$ cat src/rtl/mio_spi_target.sv
// mio_spi_target: SPI mode-0 target that oversamples the bus in the clk domain and moves words to/from valid/ready ports
module mio_spi_target #(
  parameter int   DATA_W   = 8,
  parameter logic IDLE_BIT = 1'b1
) (
  input  logic              clk,
  input  logic              reset_n,
  input  logic              sclk,
  input  logic              cs_n,
  input  logic              mosi,
  output logic              miso,
  output logic              miso_oe,
  input  logic [DATA_W-1:0] tx_data,
  input  logic              tx_valid,
  output logic              tx_ready,
  output logic [DATA_W-1:0] rx_data,
  output logic              rx_valid,
  output logic              tx_underrun,
  output logic              frame_abort
);
  localparam int CW = $clog2(DATA_W);
  typedef enum logic {S_IDLE, S_ACTIVE} state_t;
  state_t            r_state, w_state_nx;
  logic [2:0]        r_sclk_q, r_cs_q, r_mosi_q;
  logic              r_sclk_rise, r_sclk_fall, r_cs_rise, r_cs_fall;
  logic [CW-1:0]     r_cnt;
  logic              r_reload;
  logic [DATA_W-1:0] r_tx_sr, r_rx_sr;
  logic              w_load, w_rise, w_fall;
  // Two sync flops plus history per pin, then registered edge pulses; cs_n resets low so a frame selected across reset is not taken as a fall
  always_ff @(posedge clk or negedge reset_n)
    if (!reset_n) begin
      r_sclk_q    <= '0;
      r_cs_q      <= '0;
      r_mosi_q    <= '0;
      r_sclk_rise <= 1'b0;
      r_sclk_fall <= 1'b0;
      r_cs_rise   <= 1'b0;
      r_cs_fall   <= 1'b0;
    end else begin
      r_sclk_q    <= {r_sclk_q[1:0], sclk};
      r_cs_q      <= {r_cs_q[1:0], cs_n};
      r_mosi_q    <= {r_mosi_q[1:0], mosi};
      r_sclk_rise <= r_sclk_q[1] & ~r_sclk_q[2];
      r_sclk_fall <= ~r_sclk_q[1] & r_sclk_q[2];
      r_cs_rise   <= r_cs_q[1] & ~r_cs_q[2];
      r_cs_fall   <= ~r_cs_q[1] & r_cs_q[2];
    end
  // Frame state register
  always_ff @(posedge clk or negedge reset_n)
    if (!reset_n) r_state <= S_IDLE;
    else          r_state <= w_state_nx;
  // Next state and event decode; a cs_n rise wins over any sclk edge in the same cycle
  always_comb begin
    w_state_nx  = r_state;
    w_rise      = 1'b0;
    w_fall      = 1'b0;
    w_load      = 1'b0;
    frame_abort = 1'b0;
    if (r_state == S_IDLE) begin
      w_state_nx = r_cs_fall ? S_ACTIVE : S_IDLE;
      w_load     = r_cs_fall;
    end else if (r_cs_rise) begin
      w_state_nx  = S_IDLE;
      frame_abort = r_cnt != '0;
    end else begin
      w_rise = r_sclk_rise;
      w_fall = r_sclk_fall;
      w_load = r_sclk_fall & r_reload;
    end
  end
  assign tx_ready    = w_load;
  assign tx_underrun = w_load & ~tx_valid;
  assign miso_oe     = r_state == S_ACTIVE;
  assign miso        = miso_oe ? r_tx_sr[DATA_W-1] : IDLE_BIT;
  // Shift registers, bit counter and word completion; leaving or staying in IDLE discards any partial word
  always_ff @(posedge clk or negedge reset_n)
    if (!reset_n) begin
      r_cnt    <= '0;
      r_reload <= 1'b0;
      r_tx_sr  <= {DATA_W{IDLE_BIT}};
      r_rx_sr  <= '0;
      rx_data  <= '0;
      rx_valid <= 1'b0;
    end else begin
      rx_valid <= 1'b0;
      if (w_load) begin
        r_tx_sr  <= tx_valid ? tx_data : {DATA_W{IDLE_BIT}};
        r_reload <= 1'b0;
      end else if (w_fall) r_tx_sr <= {r_tx_sr[DATA_W-2:0], IDLE_BIT};
      if (w_rise) begin
        r_rx_sr <= {r_rx_sr[DATA_W-2:0], r_mosi_q[2]};
        r_cnt   <= r_cnt + 1'b1;
        if (r_cnt == CW'(DATA_W - 1)) begin
          rx_data  <= {r_rx_sr[DATA_W-2:0], r_mosi_q[2]};
          rx_valid <= 1'b1;
          r_cnt    <= '0;
          r_reload <= 1'b1;
        end
      end
      if (w_state_nx == S_IDLE) begin
        r_cnt    <= '0;
        r_reload <= 1'b0;
      end
    end
endmodule
$ cat config.mk
export PLATFORM = sky130hd
export DESIGN_NAME = mio_spi_target
export DESIGN_NICKNAME = d
export VERILOG_FILES = /design/src/rtl/mio_spi_target.sv
export SDC_FILE = /design/constraint.sdc
export NUM_CORES = 1
export LEC_CHECK = 0
export ABC_AREA = 1
export BUFFER_PORTS_ARGS = -buffer_cell sky130_fd_sc_hd__buf_2
export CORE_AREA = 3 3 82 84
export CTS_CLUSTER_SIZE = 14
export DETAILED_ROUTE_END_ITERATION = 16
export DIE_AREA = 0 0 85 87
export SLEW_MARGIN = 20
export SYNTH_ARGS = -nofsm -noshare
export SYNTH_HDL_FRONTEND = slang
export SYNTH_SLANG_ARGS = --single-unit
$ cat constraint.sdc
create_clock -name clk -period 2 [get_ports clk]
set_clock_uncertainty 0.2 [all_clocks]
set_input_delay 0.4 -clock clk [delete_from_list [all_inputs] [get_ports clk]]
set_output_delay 0.4 -clock clk [all_outputs]
set_load 0.1 [all_outputs]
==> results.toml <==
[grt]
antenna_found_initial = 0
grt_pass1_vias = 1268
grt_usage = 0.09792
grt_max_degree = 19
overflow = 0
grt_pass1_wl_um = 5796

[place]
hpwl_um = 2353
portBuffers = 27
dp_cells = 285
gp_congestion = 0.7413

[critical_path]
crit_arrival_ns = 1.40
cpMaxStageDelayCell = "dfrtp_1"
start_kind = "flop"
required_ns = 1.40
cp_cell_sequence = "inv_2 > ha_4 > a211oi_4 > buf_12"
cp-end-kind = "output port"
cp_slowest_stage_delay_ns = 0.38
critPathKind = "flop to output port"
path_max_fanout = 2
crit_family = "flip-flops"
cp_num_buf_inv = 2

[outcome]
failed_checks = "setup timing"
outcome = "complete, but fails checks"

[die]
core_mm2 = 0.005991
die_w_um = 85
num_io_pins = 28
rows = 28
die_h_um = 87
dieArea_mm2 = 0.007395
start_util = 0.2916

[synth]
ys_seq_area_frac = 0.6074
synth_cell_types = 22
syn_area_per_cell_um2 = 9.545
synthArstFlopShare = 1.000
ys_ff_latch = 42
synth_top_area_cell = "dfrtp_1"
synth.most_common_cell = "nand2_1"
synth_edf_count = 0
syn_area_mm2 = 0.001747
synth_common_cells = "40 x nand2_1, 34 x dfrtp_1, 27 x inv_1"
synth_cells = 183
synth_nets = 200
yosysTopAreaCellShare = 0.4871
synthFlopType = "dfrtp_1"
synth_area_leaders = "dfrtp_1 49%, dfstp_2 12%, nand2_1 8.6%"
yosysWarnings = 0

[cts]
root_buffer = "clkbuf_8"
path_clk_slew_ns = 0.08
cts_buffer_depth = 2
cts.sinks = 42
htree_levels = 2
cts_tree = "built"
clkLatencyLatePin_ns = 0.29
numCtsBuffers = 5

[detailed_routing]
drt_wl_total_um = 3377
vias = 1281
ant_nets = 0
drc = 0
via_per_inst = 4.228
first_iter_violations = 67
drtPass1Iterations = 4
wl_per_cell_um = 11.15

[cells_and_area]
drive_gt1_frac = 0.3377
layout.cells.non_filler = 303
final_util = 0.3860
syn2layout_area_growth_pct = 32.38
diodes = 0
nets = 244

[timing]
final.min_clock_period_ns = 2.003
setup_ws_ns = -0.003034
tns_ns = -0.003034
whs_ns = 0.1533
rsz0062_at_grt = "true"
tightest_slew_ns = 0.4921
fmax_ghz = 0.4992
period_share = 1.002
maxSlewViolCount = 0
hold_viol = 0
finalSetupViolCount = 1
relSlewSlack = 0.6742

[power_and_ir_drop]
ir_drop_uv = 457.7
p_leak_uw = 0.001182
p_per_area_mw_per_mm2 = 1048

[min_path]
hp-class = "flop to flop"

[flow_run]
cap_violations = 0
[state kept, by name (all words and copies together), names as in the netlist]
register / count
r_tx_sr: 8
rx_data: 8
r_rx_sr: 7
r_cnt: 3
r_cs_q: 3
r_mosi_q: 3
r_sclk_q: 3
miso_oe: 1
r_cs_fall: 1
r_cs_rise: 1
r_reload: 1
r_sclk_fall: 1
r_sclk_rise: 1
rx_valid: 1
[worst reg2reg max path, cell delays in order, from the launching register on]
cell and delay [ns]:
dfrtp_1 0.40, buf_4 0.13, buf_4 0.13, ha_1 0.18, ha_1 0.22, nand2_4 0.21
inv_1 0.08, nand2_1 0.07, nand2_1 0.04
[metal layers]
metal / global-route usage / vias up / routed length [µm]
met2: 0.1575 / 28 / 1598
met4: 0.03165 / 0 / 12
met3: 0.03122 / 2 / 180
met1: 0.1254 / 591 / 1585
li1: - / 660 / -
met5: 0 / - / 0
[cells by family (layout without fill, tap and decap cells)]
logic type / count (synthesis) / in the layout / synth area share
AOI/OAI and AO/OA: 21 / 21 / 0.07808
adders and majority gates: 3 / 3 / 0.02149
buffers and inverters: 33 / 78 / 0.07664
DFF: 42 / 42 / 0.6075
and+or+nand+nor: 84 / 84 / 0.2163
[placed cells by master (no fill, tap or decap), types with 2 or more instances in the layout]
cell type      Yosys  final
clkbuf_8           0      5
buf_4              0     10
bufinv_16          0      2
nand2_4            2      2
buf_2              1     23
nand2_1           40     38
ha_1               3      2
dfrtp_1           34     33
inv_1             27     24
dfstp_2            8      8
nor2_1            13     13
buf_12             0      4
dlygate4sd3_1      0      4
nand2_2            1      3
or2_2              2      2
inv_2              1      3
o21ai_0           11     11
o21ai_2            7      7
nand3_1           24     24
[timing repair]
item                                    CTS  global route
endpoints found under the hold margin    11             0
pin swaps                                 3             3
endpoints found under the setup margin    3             3
setup buffers                             3             3
resized for setup                         4             3
hold buffers                              4             0
[where the power goes]
| group | internal (µW) | total [µW] | switching, µW | leakage (µW) |
|---|---|---|---|---|
| clock network | 500 | 798 | 297 | 0.0000683 |
| logic | 183 | 521 | 338 | 0.000587 |
| registers | 1040 | 1110 | 70.0 | 0.000526 |
[layout make-up]
class / instances / area (µm²)
multi-input cells: 108 / 593.1
fillers: 593 / 3679
repair buffers: 41 / 310.3
clock inverters: 3 / 68.82
inverters: 29 / 112.6
flip-flops and latches: 42 / 1065
well taps: 75 / 93.84
clock buffers: 5 / 68.82
[metrics by stage]
step / setup WS, ns / instance area (µm²) / power, µW
2_1_floorplan: -0.2770 / 1777 / 1475
3_3_place_gp: 0.1736 / 2072 / 1614
3_5_place_dp: 0.1642 / 2072 / 1628
4_1_cts: -0.01773 / 2280 / 2448
5_1_grt: -0.05620 / 2312 / 2565
6_report: -0.003034 / 2312 / 2424
[final timing paths]
| kind | start | end | slack (ns) | cells past startpoint |
|---|---|---|---|---|
| max in group asynchronous | reset_n | r_cnt[0]$_DFFE_PN0P_ | 0.70 | 3 |
| max | r_cnt[0]$_DFFE_PN0P_ | frame_abort | -0.003 | 4 |
| min | r_cs_q[0]$_DFF_PN0_ | r_cs_q[1]$_DFF_PN0_ | 0.15 | 0 |
| min in group asynchronous | reset_n | r_rx_sr[0]$_DFFE_PN0P_ | 0.36 | 2 |
| max reg2reg | r_cnt[0]$_DFFE_PN0P_ | rx_data[7]$_DFFE_PN0P_ | 0.22 | 8 |
| min reg2reg | r_cs_q[0]$_DFF_PN0_ | r_cs_q[1]$_DFF_PN0_ | 0.15 | 0 |
No activity file was read; power rests on OpenSTA's default activity.
